File: config.mk
export PLATFORM = sky130hd
export DESIGN_NAME = vga_timing_gen
export DESIGN_NICKNAME = d
export VERILOG_FILES = /design/src/rtl/vga_timing_pkg.sv /design/src/rtl/vga_axis_counter.sv /design/src/rtl/vga_timing_gen.sv
export SDC_FILE = /design/constraint.sdc
export NUM_CORES = 1
export LEC_CHECK = 0
export ABC_AREA = 1
export ABC_CLOCK_PERIOD_IN_PS = 2100
export CORE_MARGIN = 4
export CORE_UTILIZATION = 57
export DETAILED_ROUTE_END_ITERATION = 10
export DONT_BUFFER_PORTS = 1
export PLACE_DENSITY = 0.72
export SYNTH_ARGS = -nofsm -noshare
export SYNTH_HDL_FRONTEND = slang
export SYNTH_SLANG_ARGS = --single-unit
File: constraint.sdc
create_clock -name Clk -period 2.1 [get_ports Clk]
set_clock_uncertainty 0.05 [all_clocks]
set_input_delay 0.42 -clock Clk [delete_from_list [all_inputs] [get_ports Clk]]
set_output_delay 0.42 -clock Clk [all_outputs]
set_load 0.01 [all_outputs]
File: src/rtl/vga_timing_pkg.sv
// Default 640x480@60 scan timing and the shared coordinate type for the
// pixel-scan interface.
package vga_timing_pkg;

    localparam int COORD_W     = 10;
    localparam int COORD_RANGE = 1 << COORD_W;

    localparam int DEF_CLK_DIV   = 2;
    localparam int DEF_H_VISIBLE = 640;
    localparam int DEF_H_FP      = 16;
    localparam int DEF_H_SYNC    = 96;
    localparam int DEF_H_BP      = 48;
    localparam int DEF_V_VISIBLE = 480;
    localparam int DEF_V_FP      = 10;
    localparam int DEF_V_SYNC    = 2;
    localparam int DEF_V_BP      = 33;

    localparam int DEF_H_TOTAL      = DEF_H_VISIBLE + DEF_H_FP + DEF_H_SYNC + DEF_H_BP;
    localparam int DEF_V_TOTAL      = DEF_V_VISIBLE + DEF_V_FP + DEF_V_SYNC + DEF_V_BP;
    localparam int DEF_H_SYNC_START = DEF_H_VISIBLE + DEF_H_FP;
    localparam int DEF_H_SYNC_END   = DEF_H_SYNC_START + DEF_H_SYNC;
    localparam int DEF_V_SYNC_START = DEF_V_VISIBLE + DEF_V_FP;
    localparam int DEF_V_SYNC_END   = DEF_V_SYNC_START + DEF_V_SYNC;

    typedef logic [COORD_W-1:0] coord_t;

    function automatic logic in_window(coord_t v, coord_t lo, coord_t hi);
        return (v >= lo) && (v < hi);
    endfunction

endpackage

File: src/rtl/vga_axis_counter.sv
// One scan axis: wrapping position counter plus sync/active decodes of the
// value the counter will hold after this cycle.
module vga_axis_counter
    import vga_timing_pkg::*;
#(
    parameter int VISIBLE = DEF_H_VISIBLE,
    parameter int FP      = DEF_H_FP,
    parameter int SYNC    = DEF_H_SYNC,
    parameter int BP      = DEF_H_BP
) (
    input  logic   Clk,
    input  logic   Reset,
    input  logic   en,
    output coord_t count,
    output logic   wrap,
    output logic   sync_n,
    output logic   active
);

    localparam int     TOTAL   = VISIBLE + FP + SYNC + BP;
    localparam coord_t LAST    = coord_t'(TOTAL - 1);
    localparam coord_t SYNC_LO = coord_t'(VISIBLE + FP);
    localparam coord_t SYNC_HI = coord_t'(VISIBLE + FP + SYNC);
    localparam coord_t VIS_END = coord_t'(VISIBLE);

    coord_t count_next;

    assign wrap = en && (count == LAST);

    always_comb begin
        count_next = count;
        if (en) count_next = (count == LAST) ? '0 : count + 1'b1;
    end

    // Decodes look ahead so the registered sync/blank line up with the count.
    assign sync_n = !in_window(count_next, SYNC_LO, SYNC_HI);
    assign active = count_next < VIS_END;

    always_ff @(posedge Clk) begin
        if (Reset) count <= '0;
        else       count <= count_next;
    end

endmodule

File: src/rtl/vga_timing_gen.sv
// VGA scan timing source: pixel clock divider, h/v scan counters, registered
// sync/blank outputs and a frame counter.
module vga_timing_gen
    import vga_timing_pkg::*;
#(
    parameter int CLK_DIV   = DEF_CLK_DIV,
    parameter int H_VISIBLE = DEF_H_VISIBLE,
    parameter int H_FP      = DEF_H_FP,
    parameter int H_SYNC    = DEF_H_SYNC,
    parameter int H_BP      = DEF_H_BP,
    parameter int V_VISIBLE = DEF_V_VISIBLE,
    parameter int V_FP      = DEF_V_FP,
    parameter int V_SYNC    = DEF_V_SYNC,
    parameter int V_BP      = DEF_V_BP
) (
    input  logic        Clk,
    input  logic        Reset,
    output logic        vga_clk,
    output logic        pixel_en,
    output logic        hs,
    output logic        vs,
    output logic        blank,
    output coord_t      DrawX,
    output coord_t      DrawY,
    output logic        frame_start,
    output logic [15:0] frame_count
);

    localparam int DIV_W = (CLK_DIV > 1) ? $clog2(CLK_DIV) : 1;
    localparam logic [DIV_W-1:0] DIV_LAST = DIV_W'(CLK_DIV - 1);
    localparam logic [DIV_W-1:0] DIV_HALF = DIV_W'(CLK_DIV / 2);

    if (CLK_DIV < 2) begin : g_bad_div
        $fatal(1, "vga_timing_gen: CLK_DIV must be at least 2");
    end
    if ((H_VISIBLE + H_FP + H_SYNC + H_BP > COORD_RANGE) ||
        (V_VISIBLE + V_FP + V_SYNC + V_BP > COORD_RANGE)) begin : g_bad_total
        $fatal(1, "vga_timing_gen: line or frame total exceeds 10-bit counters");
    end

    logic [DIV_W-1:0] div, div_next;
    logic h_wrap, v_wrap, h_sync_n, v_sync_n, h_active, v_active;

    assign pixel_en = (div == DIV_LAST);
    assign div_next = pixel_en ? '0 : div + 1'b1;

    vga_axis_counter #(
        .VISIBLE(H_VISIBLE), .FP(H_FP), .SYNC(H_SYNC), .BP(H_BP)
    ) u_h (
        .Clk(Clk), .Reset(Reset), .en(pixel_en),
        .count(DrawX), .wrap(h_wrap), .sync_n(h_sync_n), .active(h_active)
    );

    vga_axis_counter #(
        .VISIBLE(V_VISIBLE), .FP(V_FP), .SYNC(V_SYNC), .BP(V_BP)
    ) u_v (
        .Clk(Clk), .Reset(Reset), .en(h_wrap),
        .count(DrawY), .wrap(v_wrap), .sync_n(v_sync_n), .active(v_active)
    );

    always_ff @(posedge Clk) begin
        if (Reset) begin
            div         <= '0;
            vga_clk     <= 1'b0;
            hs          <= 1'b1;
            vs          <= 1'b1;
            blank       <= 1'b0;
            frame_start <= 1'b0;
            frame_count <= '0;
        end else begin
            div         <= div_next;
            vga_clk     <= (div_next >= DIV_HALF);
            frame_start <= v_wrap;
            if (v_wrap) frame_count <= frame_count + 1'b1;
            if (pixel_en) begin
                hs    <= h_sync_n;
                vs    <= v_sync_n;
                blank <= h_active && v_active;
            end
        end
    end

endmodule

======== Word level (Yosys, flattened, before mapping) ========
Cells that the tools add are included.
Widths: inputs -> output; s select.
operators by class
  $add $sub $neg .......................... 4
  $lt $le $gt $ge ......................... 7
  eq/ne operators ......................... 2
  muxes and demuxes ....................... 5
  reduce and logical (&&, ||, !) cells .... 7
operators with widths
  kind                   count
  $mux 10                4
  $add 10x1->10 const B  2
  $eq 10x10->1 const B   2
  $lt 10x10->1 const B   2
  $lt 10x9->1 const B    2
  $add 16x1->16 const B  1
  $ge 10x10->1 const B   1
  $ge 10x9->1 const B    1
  $logic_and 1x1->1      5
  $logic_not 1->1        2
  $add 1x1->1 const B    1
  $ge 1x1->1 const B     1
  $mux 1                 1
storage, ports and cells
  flip-flop bits (word level) ............. 42
  bits of input ports ..................... 2
  output and inout bits ................... 42
  logic and storage cells ................. 34

======== Depth between registers and ports, before layout ========
Gate-level depths: netlist (run 1).
  depth in word-level cells ............... 6
  depth in mapped cells ................... 12
  mapped depth without buffers ............ 12

======== Modules after synthesis ========
Synthesis (run 1) repeated with hierarchy kept, for this count alone.
second synthesis, totals
  cell total of the unflattened synthesis .. 344
  area total of the unflattened synthesis .. 2,303.5 um^2
modules (own cells, without submodules)
  module                   times used  cells an instance  area each (um^2)  seq. area each (um^2)
  vga_timing_gen           1           133                960.9             420.4
  vga_axis_counter at u_h  1           102                686.9             200.2
  vga_axis_counter at u_v  1           109                655.6             200.2

======== Worst setup path before layout (run 1) ========
No wires, ideal clock.
  path kind ............................... reg2reg
  from .................................... register u_h.count[0]
  to ...................................... register frame_count[11]
  setup time .............................. 116 ps
  arrival time ............................ 1,566 ps
  data required time ...................... 1,934 ps
  slack ................................... 368 ps
  cell stages (with the launch flop) ...... 13
  buffers on the path ..................... 0
  period minus slack after synthesis ...... 1,732 ps
  cells stage by stage .................... dfxtp_1 -> ha_1 -> nand2_1 -> inv_1 -> nand2_1 -> nor2_2 -> nand3_2 -> nor2_4 -> nand2_4 -> nor2_8 -> nand2_4 -> o21ai_2 -> a21oi_2
between the ends
  word-level cells in the longest chain between the ends .. 3
ends and longest elaborated chain
  item                             RTL line                text
  from (decl)                      vga_axis_counter.sv:14  output coord_t count,
  from (signal assigned)           vga_axis_counter.sv:41  else count <= count_next;
  $eq 10x10->1                     vga_axis_counter.sv:28  assign wrap = en && (count == LAST);
  $logic_and 1x1->1 (2 in series)  vga_axis_counter.sv:28
  to (signal assigned)             vga_timing_gen.sv:74    if (v_wrap) frame_count <= frame_count + 1'b1;
  to (decl)                        vga_timing_gen.sv:26    output logic [15:0] frame_count
No other way between the ends.
A chain may end at the register's enable or synchronous reset.

======== Final worst setup path (run 1) ========
  from .................................... register u_v.count[1]
  to ...................................... register vs
between the ends
  word-level cells in the longest chain between the ends .. 6
  elaborated cells on any way between the ends .. 8
  classes of those cells .................. add/sub: 1; order compare: 2; eq/ne: 1; mux: 2; reduce/logical: 2
ends and longest elaborated chain
  item                                                  RTL line                text
  from (decl)                                           vga_axis_counter.sv:14
  from (signal assigned)                                vga_axis_counter.sv:41
  $add 10x1->10 / $eq 10x10->1 (equally long branches)  vga_axis_counter.sv:32  if (en) count_next = (count == LAST) ? '0 : count + 1'b1;
  $mux 10                                               vga_axis_counter.sv:32
  $mux 10 (*)                                           vga_axis_counter.sv:32
  $ge 10x9->1 / $lt 10x9->1 (equally long branches)     vga_timing_pkg.sv:28    return (v >= lo) && (v < hi);
  $logic_and 1x1->1 (*)                                 vga_timing_pkg.sv:28
  $logic_not 1->1 (*)                                   vga_axis_counter.sv:36  assign sync_n = !in_window(count_next, SYNC_LO, SYNC_HI);
  to (signal assigned)                                  vga_timing_gen.sv:77    vs <= v_sync_n;
  to (decl)                                             vga_timing_gen.sv:21    output logic vs,
Every way passes the cells marked *; elsewhere a longest branch is shown, timed or not.

==> run_results.csv, run 1 <==
group,metric,value,unit
clock_network,path_clk_slew,0.08,ns
timing,hold_viol_final,0,
worst_setup_path,crit_path_top_delay_cell,"dfxtp_2",
yosys,syn-mean-instance-area,6.74,sq um
pwr,ir_drop,0.439,mV
timing,max_freq,0.548,GHz
yosys,async_reset_ff_share,0,%
timing,relSlewSlack,74.0,%
cells_and_area,fin_area,2530,sq um
worst_setup_path,end_kind,"flip-flop",
yosys,yosys_warnings,0,
status,status,"finished clean",
clock_network,cts_tree,"built",
cells_and_area,fill_cells,382,
cells_and_area,fin_nets,363,
cells_and_area,drive_gt1_share,13.4,%
place,io_buffer_count,0,
pwr,p_leak,0.00109,uW
worst_setup_path,worst-path-buf-inv,2,
worst_setup_path,worst-path-stages,12,
timing,slew_violations,0,
drt,dr.pass1.iters,4,
yosys,ys_seq_elements,41,
global_route,grt_overflow_total,0,
clock_network,clock_sinks,41,
worst_setup_path,critPathTopFamily,"simple AND/OR/NAND/NOR gates",
drt,drtAntennaViolNets,0,
cells_and_area,final_cell_mix,"nand2_1, nor2_1, inv_1",
worst_hold_path,min_to,"frame_count[13]",
drt,drt_iter0_markers,127,
global_route,grtUsageTotal,22.0,%
place,place_area,2420,sq um
yosys,seq_area_frac_synth,34.7,%
drt,post-route-drc-count,0,
worst_hold_path,whs_path_depth,1,
floorplanning,die-height,72.4,um
worst_setup_path,timing.rr.end,"vs",
worst_setup_path,start_kind,"flip-flop",
cells_and_area,areaGrowthSynthToFinish,7.09,%
clock_network,max-clock-path-buffers,2,
global_route,grt_pass1_wl,9.25,mm
drt,post_drt_via_cell_ratio,5.36,
worst_hold_path,hold_class,"in -> reg",
floorplanning,std_cell_rows,23,
yosys,dominantRegCellSynth,"dfxtp_1",
yosys,synthDistinctLibCells,38,
worst_setup_path,critPathLaunch,"u_v.count[1]",
place,dp_hpwl,4.09,mm
clock_network,numCtsBuffers,5,
global_route,grt_pass1_vias,2076,
cells_and_area,diodes,0,
worst_setup_path,timing.rr.start,"u_v.count[1]",
timing,setup_viol,0,
floorplanning,ioPinCount,44,
timing,finalCritPeriodShare,86.9,%
floorplanning,core_area,4000,sq um
worst_setup_path,slowest_delay,0.41,ns
worst_setup_path,rrSetupSlack,0.28,ns
clock_network,clock_latency,0.29,ns
global_route,grt_max_degree,30,
clock_network,post_cts_buffers,0,
global_route,antenna_found_initial,0,
yosys,synth_edf_count,0,
worst_setup_path,r2r_cells,12,
worst_setup_path,crit_path_cell_trace,"ha_1 -> inv_1 -> nor2_2 -> inv_1 -> o21ai_1 -> nand2_1 -> nand2_1 -> nand2_1 -> nor2_2 -> nand3_1 -> nor2_1 -> nor2_1",
worst_setup_path,critical_path_class,"reg -> reg",
place,gp_congestion,0.891,
timing,rsz0062_at_grt,"no",
clock_network,root_buffer,"clkbuf_8",
pwr,p_per_area,569,nW/um^2
drt,vias,2182,
drt,routed_wl,5.41,mm
cells_and_area,final_common_cell,"nand2_1",
yosys,synth_area,2360,sq um
clock_network,htreeDepth,2,
worst_setup_path,critPathMaxFanout,6,
drt,wl_per_cell,13.3,um
timing,min_period,1.82,ns
worst_setup_path,critPathArrivalTime,1.96,ns
timing,worstMarginPinSlew,0.386,ns
timing,setup_tns,0,ns
floorplanning,die_area,5240,sq um
clock_network,postCtsHoldBufs,0,
pwr,power.total,1440,uW
worst_hold_path,min_from,"Reset",
run,maxCapViolCount,0,
worst_setup_path,required,2.24,ns
floorplanning,start_util,59.1,%
worst_setup_path,cp_common_cell,"nand2_1",
yosys,synth_nets,357,
yosys,syn_inst,351,
floorplanning,die_w,72.4,um
worst max path at each step:
| stage | endpoint |
|---|---|
| floorplan | frame_count[11] |
| global placement | vs |
| detailed placement | vs |
| CTS | vs |
| global route | vs |
| finish | vs |
layer usage:
metal	wire, um	part of all wire [%]	vias to the layer above	GRT usage, %
met5	0	0	-	0
met3	355	6.6	5	7.06
li1	-	-	1124	-
met4	55	1.0	0	5.33
met2	2490	46	49	36.1
met1	2510	46	1004	28.0
registers in the layout (all words and copies together), names as in the netlist:
register	flops
hs	1
u_h.count	10
frame_start	1
u_v.count	10
frame_count	16
vs	1
blank	1
vga_clk	1
cells in the mapped netlist, types with 4 or more instances:
library cell / number / area [sq um]
nand3_2: 4 / 40.0
o21ai_1: 6 / 30.0
nor2_2: 5 / 31.3
xnor2_1: 5 / 43.8
nor2_1: 51 / 191
nand2_1: 89 / 334
inv_1: 40 / 150
nor3_1: 6 / 30.0
xor2_1: 4 / 35.0
nand4_1: 8 / 50.1
nand3_1: 24 / 120
a21oi_1: 14 / 70.1
inv_2: 7 / 26.3
ha_1: 4 / 50.1
o21ai_0: 8 / 40.0
dfxtp_1: 41 / 821
through the flow:
step	utilization, %	setup slack [ns]	hold slack [ns]	std cells
floorplan	-	0.368	0.424	351
global placement	60.6	0.175	0.443	400
detailed placement	60.6	0.152	0.444	400
CTS	63.2	0.123	0.125	407
global route	63.3	0.0500	0.111	407
finish	63.3	0.276	0.135	407
timing repair:
action	CTS	global route
gates resized for setup	0	3
hold endpoints to repair	0	0
setup endpoints to repair	0	2
cell families after synthesis:
kind of cell             share of synthesized area [%]
buffers and inverters                             9.84
XOR/XNOR                                          3.33
AND/OR/NAND/NOR                                   41.3
AO/OA/AOI/OAI                                     8.73
adder cells (fa/ha/maj)                           2.12
flip-flops                                        34.7
where the power goes:
group	total, uW	switching, uW	internal, uW	leakage [uW]
logic	33.4	20.8	12.5	0.000703
registers	789	6.77	783	0.000332
clock network	617	272	346	0.0000540
cell type report:
cell class	instances	area (sq um)	area share, %
sequential	41	823	32.5
clock inverter	2	35.0	1.38
timing repair buffer	6	45.0	1.78
inverter	49	184	7.26
multi-input combinational	254	1310	51.9
tap	50	62.6	2.47
clock buffer	5	68.8	2.72
No activity file was read; power rests on OpenSTA's default activity.
==> run 2: changes to the inputs <==
--- a/config.mk
+++ b/config.mk
@@ -11,7 +11,7 @@
 export CORE_UTILIZATION = 57
 export DETAILED_ROUTE_END_ITERATION = 10
 export DONT_BUFFER_PORTS = 1
-export PLACE_DENSITY = 0.72
+export PLACE_DENSITY = 0.71
 export SYNTH_ARGS = -nofsm -noshare
 export SYNTH_HDL_FRONTEND = slang
 export SYNTH_SLANG_ARGS = --single-unit
==> run_results.csv, run 2 (synthesis gave the netlist of run 1 again) <==
group,metric,value,unit
status,status,"finished clean",
worst_setup_path,slowest_delay,0.42,ns
cells_and_area,top_regs,"frame_count (16), u_h.count (10), u_v.count (10)",
global_route,grtUsageTotal,21.5,%
clock_network,post_cts_buffers,0,
pwr,ir_drop,0.429,mV
timing,slew_violations,0,
clock_network,max-clock-path-buffers,2,
floorplanning,std_cell_rows,23,
floorplanning,die_area,5240,sq um
timing,worst_slack,0.247,ns
worst_setup_path,critPathTopFamily,"simple AND/OR/NAND/NOR gates",
drt,post_drt_via_cell_ratio,5.34,
global_route,grt_pass1_wl,9.07,mm
place,io_buffer_count,0,
timing,worstMarginPinSlew,0.364,ns
drt,drt_iter0_markers,138,
cells_and_area,areaGrowthSynthToFinish,9.15,%
worst_setup_path,end_kind,"flip-flop",
place,preCtsSetupSlack,0.189,ns
cells_and_area,diodes,0,
global_route,grt_max_degree,30,
worst_setup_path,required,2.25,ns
clock_network,clock_latency,0.30,ns
global_route,grt_pass1_vias,2019,
clock_network,postCtsHoldBufs,0,
drt,drtAntennaViolNets,0,
drt,routed_wl,5.41,mm
clock_network,path_clk_slew,0.08,ns
worst_setup_path,worst-path-buf-inv,2,
timing,relSlewSlack,75.7,%
timing,min_period,1.85,ns
clock_network,htreeDepth,2,
worst_setup_path,start_kind,"flip-flop",
timing,setup_tns,0,ns
timing,setup_viol,0,
run,maxCapViolCount,0,
worst_setup_path,worst-path-stages,12,
cells_and_area,drive_gt1_share,13.9,%
drt,top_layer,"met4",
floorplanning,core_area,4000,sq um
place,gp_congestion,0.845,
drt,wl_met3,418,um
pwr,p_leak,0.00112,uW
worst_setup_path,crit_path_cell_trace,"ha_1 -> inv_1 -> nor2_1 -> inv_1 -> o21ai_1 -> nand2_1 -> nand2_1 -> nand2_1 -> nor2_2 -> nand3_1 -> nor2_1 -> nor2_1",
timing,hold_viol_final,0,
drt,dr.pass1.iters,5,
cells_and_area,largest_register_ffs,16,
floorplanning,die_w,72.4,um
timing,max_freq,0.540,GHz
drt,wl_met1,2.37,mm
floorplanning,die-height,72.4,um
timing,finalCritPeriodShare,88.2,%
clock_network,clock_sinks,41,
pwr,p_per_area,612,nW/um^2
cells_and_area,top_register,"frame_count",
clock_network,numCtsBuffers,5,
cells_and_area,final_cell_mix,"nand2_1, nor2_1, inv_1, dfxtp_1, nand3_1",
clock_network,postCtsResizedCells,0,
drt,wl_per_cell,13.2,um
timing,fin_hold_ws,0.129,ns
worst_setup_path,critical_path_class,"reg -> reg",
global_route,grt_overflow_total,0,
worst_hold_path,whs_path_depth,1,
worst_setup_path,critPathMaxFanout,6,
floorplanning,start_util,59.1,%
global_route,antenna_found_initial,0,
drt,post-route-drc-count,0,
cells_and_area,final_common_cell,"nand2_1",
timing,rsz0062_at_grt,"no",
drt,route.met2.wl,2.59,mm
worst_setup_path,critPathArrivalTime,2.00,ns
floorplanning,ioPinCount,44,
clock_network,cts_tree,"built",
worst_setup_path,r2r_cells,12,
place,dp_hpwl,4.07,mm
worst_hold_path,hold_class,"in -> reg",
worst_setup_path,crit_path_top_delay_cell,"dfxtp_2",
cells_and_area,fin_nets,366,
drt,vias,2193,
clock_network,root_buffer,"clkbuf_8",
==> run 2: metal layers <==
metal,vias to the layer above,track usage (%)
li1,1131,-
met3,5,6.37
met5,-,0
met2,67,37.1
met4,0,3.69
met1,990,26.7
==> run 2: layout make-up <==
type | instances | area (sq um)
inverters | 49 | 184
fillers | 364 | 1420
repair buffers | 9 | 67.6
clock buffers | 5 | 68.8
clock inverters | 3 | 65.1
multi-input cells | 254 | 1310
flip-flops and latches | 41 | 822
well taps | 50 | 62.6
==> run 2: worst paths after layout <==
path / start / endpoint / slack, ns
setup / recovery: u_v.count[1] / vs / 0.25
hold / removal: Reset / frame_count[14] / 0.13
setup reg to reg: u_v.count[1] / vs / 0.25
hold reg to reg: blank / blank / 0.46
==> run 2: power by group <==
part,leakage (uW),switching [uW],internal [uW]
combinational,0.000720,20.4,12.5
sequential,0.000332,7.65,783
clock,0.0000681,285,472
==> run 2: metrics by stage <==
stage	utilization [%]	cell area, sq um	cells	total power [uW]
global placement	61.2	2450	403	841
detailed placement	61.2	2450	403	842
floorplan	-	2360	351	839
CTS	64.5	2580	411	1600
global route	64.5	2580	411	1640
finish	64.5	2580	411	1580
==> run 2: worst register-to-register path: stages, from the launching register on <==
cell and delay [ns]:
dfxtp_2 0.42, ha_1 0.20, inv_1 0.06, nor2_1 0.23, inv_1 0.12, o21ai_1 0.13
nand2_1 0.06, nand2_1 0.05, nand2_1 0.07, nor2_2 0.12, nand3_1 0.08, nor2_1 0.11
nor2_1 0.04
==> run 3: changes to the inputs <==
--- a/config.mk
+++ b/config.mk
@@ -11,6 +11,7 @@
 export CORE_UTILIZATION = 57
 export DETAILED_ROUTE_END_ITERATION = 10
 export DONT_BUFFER_PORTS = 1
+export GPL_TIMING_DRIVEN = 0
 export PLACE_DENSITY = 0.71
 export SYNTH_ARGS = -nofsm -noshare
 export SYNTH_HDL_FRONTEND = slang
==> run_results.csv, run 3 (synthesis gave the netlist of run 1 again) <==
group,metric,value,unit
status,status,"finished clean",
clock_network,numCtsBuffers,5,
global_route,antenna_found_initial,0,
timing,worstMarginPinSlew,0.478,ns
floorplanning,die_area,5240,sq um
worst_setup_path,timing.rr.start,"u_v.count[1]",
place,dp_hpwl,3.98,mm
pwr,p_leak,0.00109,uW
run,maxCapViolCount,0,
cells_and_area,final_common_cell,"nand2_1",
pwr,intPower,1180,uW
drt,drt_iter0_markers,85,
cells_and_area,seq_area,823,sq um
floorplanning,core_area,4000,sq um
timing,max_freq,0.523,GHz
worst_setup_path,start_kind,"flip-flop",
floorplanning,std_cell_rows,23,
timing,min_period,1.91,ns
cells_and_area,drive_gt1_share,12.5,%
drt,top_layer,"met4",
clock_network,path_clk_slew,0.08,ns
worst_setup_path,critical_path_class,"reg -> reg",
place,preCtsSetupSlack,0.134,ns
worst_setup_path,r2r_cells,12,
cells_and_area,fin_nets,364,
worst_setup_path,worst-path-stages,12,
cells_and_area,top_regs,"frame_count (16), u_h.count (10), u_v.count (10)",
cells_and_area,diodes,0,
timing,rsz0062_at_grt,"no",
worst_setup_path,crit_path_cell_trace,"ha_1 -> inv_1 -> nor2_1 -> inv_1 -> o21ai_1 -> nand2_1 -> nand2_1 -> nand2_1 -> nor2_2 -> nand3_1 -> nor2_1 -> nor2_1",
timing,slew_violations,0,
pwr,ir_drop,0.380,mV
cells_and_area,fill_cells,385,
drt,drtAntennaViolNets,0,
drt,route.met2.wl,2.42,mm
pwr,p_per_area,584,nW/um^2
drt,post_drt_via_cell_ratio,5.19,
global_route,grt_pass1_wl,8.98,mm
pwr,combPwrFrac,2.6,%
floorplanning,die_w,72.4,um
pwr,power.clock.fraction,44.1,%
cells_and_area,fin_util,63.7,%
cells_and_area,final_cell_mix,"nand2_1, nor2_1, inv_1",
worst_setup_path,critPathTopFamily,"simple AND/OR/NAND/NOR gates",
timing,setup_tns,0,ns
worst_setup_path,slowest_delay,0.48,ns
worst_setup_path,required,2.25,ns
cells_and_area,multiInputGateArea,1310,sq um
timing,finalCritPeriodShare,91.1,%
floorplanning,ioPinCount,44,
clock_network,cts_tree,"built",
clock_network,clock_latency,0.30,ns
timing,hold_viol_final,0,
global_route,grt_pass1_vias,2012,
drt,dr.pass1.iters,4,
timing,setup_viol,0,
worst_setup_path,critPathLaunch,"u_v.count[1]",
drt,wl_met3,311,um
floorplanning,start_util,59.1,%
worst_setup_path,crit_path_top_delay_cell,"dfxtp_1",
cells_and_area,largest_register_ffs,16,
drt,wl_met1,2.36,mm
clock_network,root_buffer,"clkbuf_8",
clock_network,clock_sinks,41,
drt,wl_per_cell,12.7,um
worst_hold_path,hold_class,"in -> reg",
drt,post-route-drc-count,0,
timing,relSlewSlack,68.2,%
pwr,power_frac_seq,53.3,%
global_route,grtUsageTotal,21.7,%
clock_network,max-clock-path-buffers,2,
cells_and_area,areaGrowthSynthToFinish,7.67,%
place,io_buffer_count,0,
worst_setup_path,critPathMaxFanout,6,
worst_setup_path,critPathCapture,"vs",
worst_setup_path,critPathArrivalTime,2.06,ns
cells_and_area,top_register,"frame_count",
worst_setup_path,worst-path-buf-inv,2,
timing,worst_slack,0.187,ns
drt,vias,2122,
global_route,grt_overflow_total,0,
pwr,p_sw_share,20.5,%
worst_setup_path,timing.rr.end,"vs",
floorplanning,die-height,72.4,um
worst_setup_path,rrSetupSlack,0.19,ns
place,gp_congestion,0.838,
clock_network,htreeDepth,2,
pwr,switchingPower,305,uW
global_route,grt_max_degree,13,
drt,routed_wl,5.19,mm
worst_setup_path,end_kind,"flip-flop",
-- run 3: changes by cell type in the layout (fill, tap and decap cells not counted) --
cell and delta:
dfxtp_1 -1, buf_4 -7, buf_1 +1, dfxtp_2 +1, clkbuf_8 +1, bufinv_16 -1
clkbuf_1 +3, buf_6 +2, clkinv_2 -1
-- run 3: per-stage QoR --
| stage | hold WS [ns] | total power, uW | instance area, sq um | instances |
|---|---|---|---|---|
| after floorplan | 0.424 | 839 | 2360 | 351 |
| after global placement | 0.439 | 849 | 2430 | 401 |
| after detailed placement | 0.441 | 850 | 2430 | 401 |
| after CTS | 0.402 | 1510 | 2540 | 409 |
| after global routing | 0.419 | 1550 | 2550 | 409 |
| final | 0.404 | 1490 | 2550 | 409 |
-- run 3: worst min path at each step --
stage,endpoint,depth (start not counted),start
floorplan,blank,2,blank
global placement,blank,2,blank
detailed placement,blank,2,blank
CTS,frame_count[11],3,Reset
global route,frame_count[11],3,Reset
finish,frame_count[11],3,Reset
-- run 3: layout make-up --
class | count | area share [%]
plain buffers | 7 | 1.92
clock buffers | 7 | 3.39
clock inverters | 1 | 1.18
inverters | 49 | 7.22
multi-input cells | 254 | 51.5
flip-flops and latches | 41 | 32.3
well taps | 50 | 2.46
-- run 3: power by group through the flow --
stage | logic, uW | registers, uW | clock network [uW]
2_1_floorplan | 29.8 | 809 | 0
3_3_place_gp | 38.5 | 811 | 0
3_5_place_dp | 38.7 | 811 | 0
4_1_cts | 39.0 | 792 | 677
5_1_grt | 43.9 | 794 | 713
6_report | 38.1 | 793 | 656
-- run 3: worst register-to-register path, cell delays in order (launching register included) --
cell	delay (ns)
dfxtp_1	0.48
ha_1	0.23
inv_1	0.06
nor2_1	0.19
inv_1	0.10
o21ai_1	0.13
nand2_1	0.06
nand2_1	0.05
nand2_1	0.08
nor2_2	0.13
nand3_1	0.08
nor2_1	0.12
nor2_1	0.05
-- run 3: repair_timing --
item                                    CTS  global route
buffers inserted                          0             0
hold buffers                              0             0
gates resized for setup                   0             2
endpoints found under the setup margin    0             4
-- run 3: routing by layer --
layer	up-vias	GRT usage [%]
met5	-	0
met4	0	7.58
met3	9	7.76
met2	45	35.5
met1	938	26.2
li1	1130	-
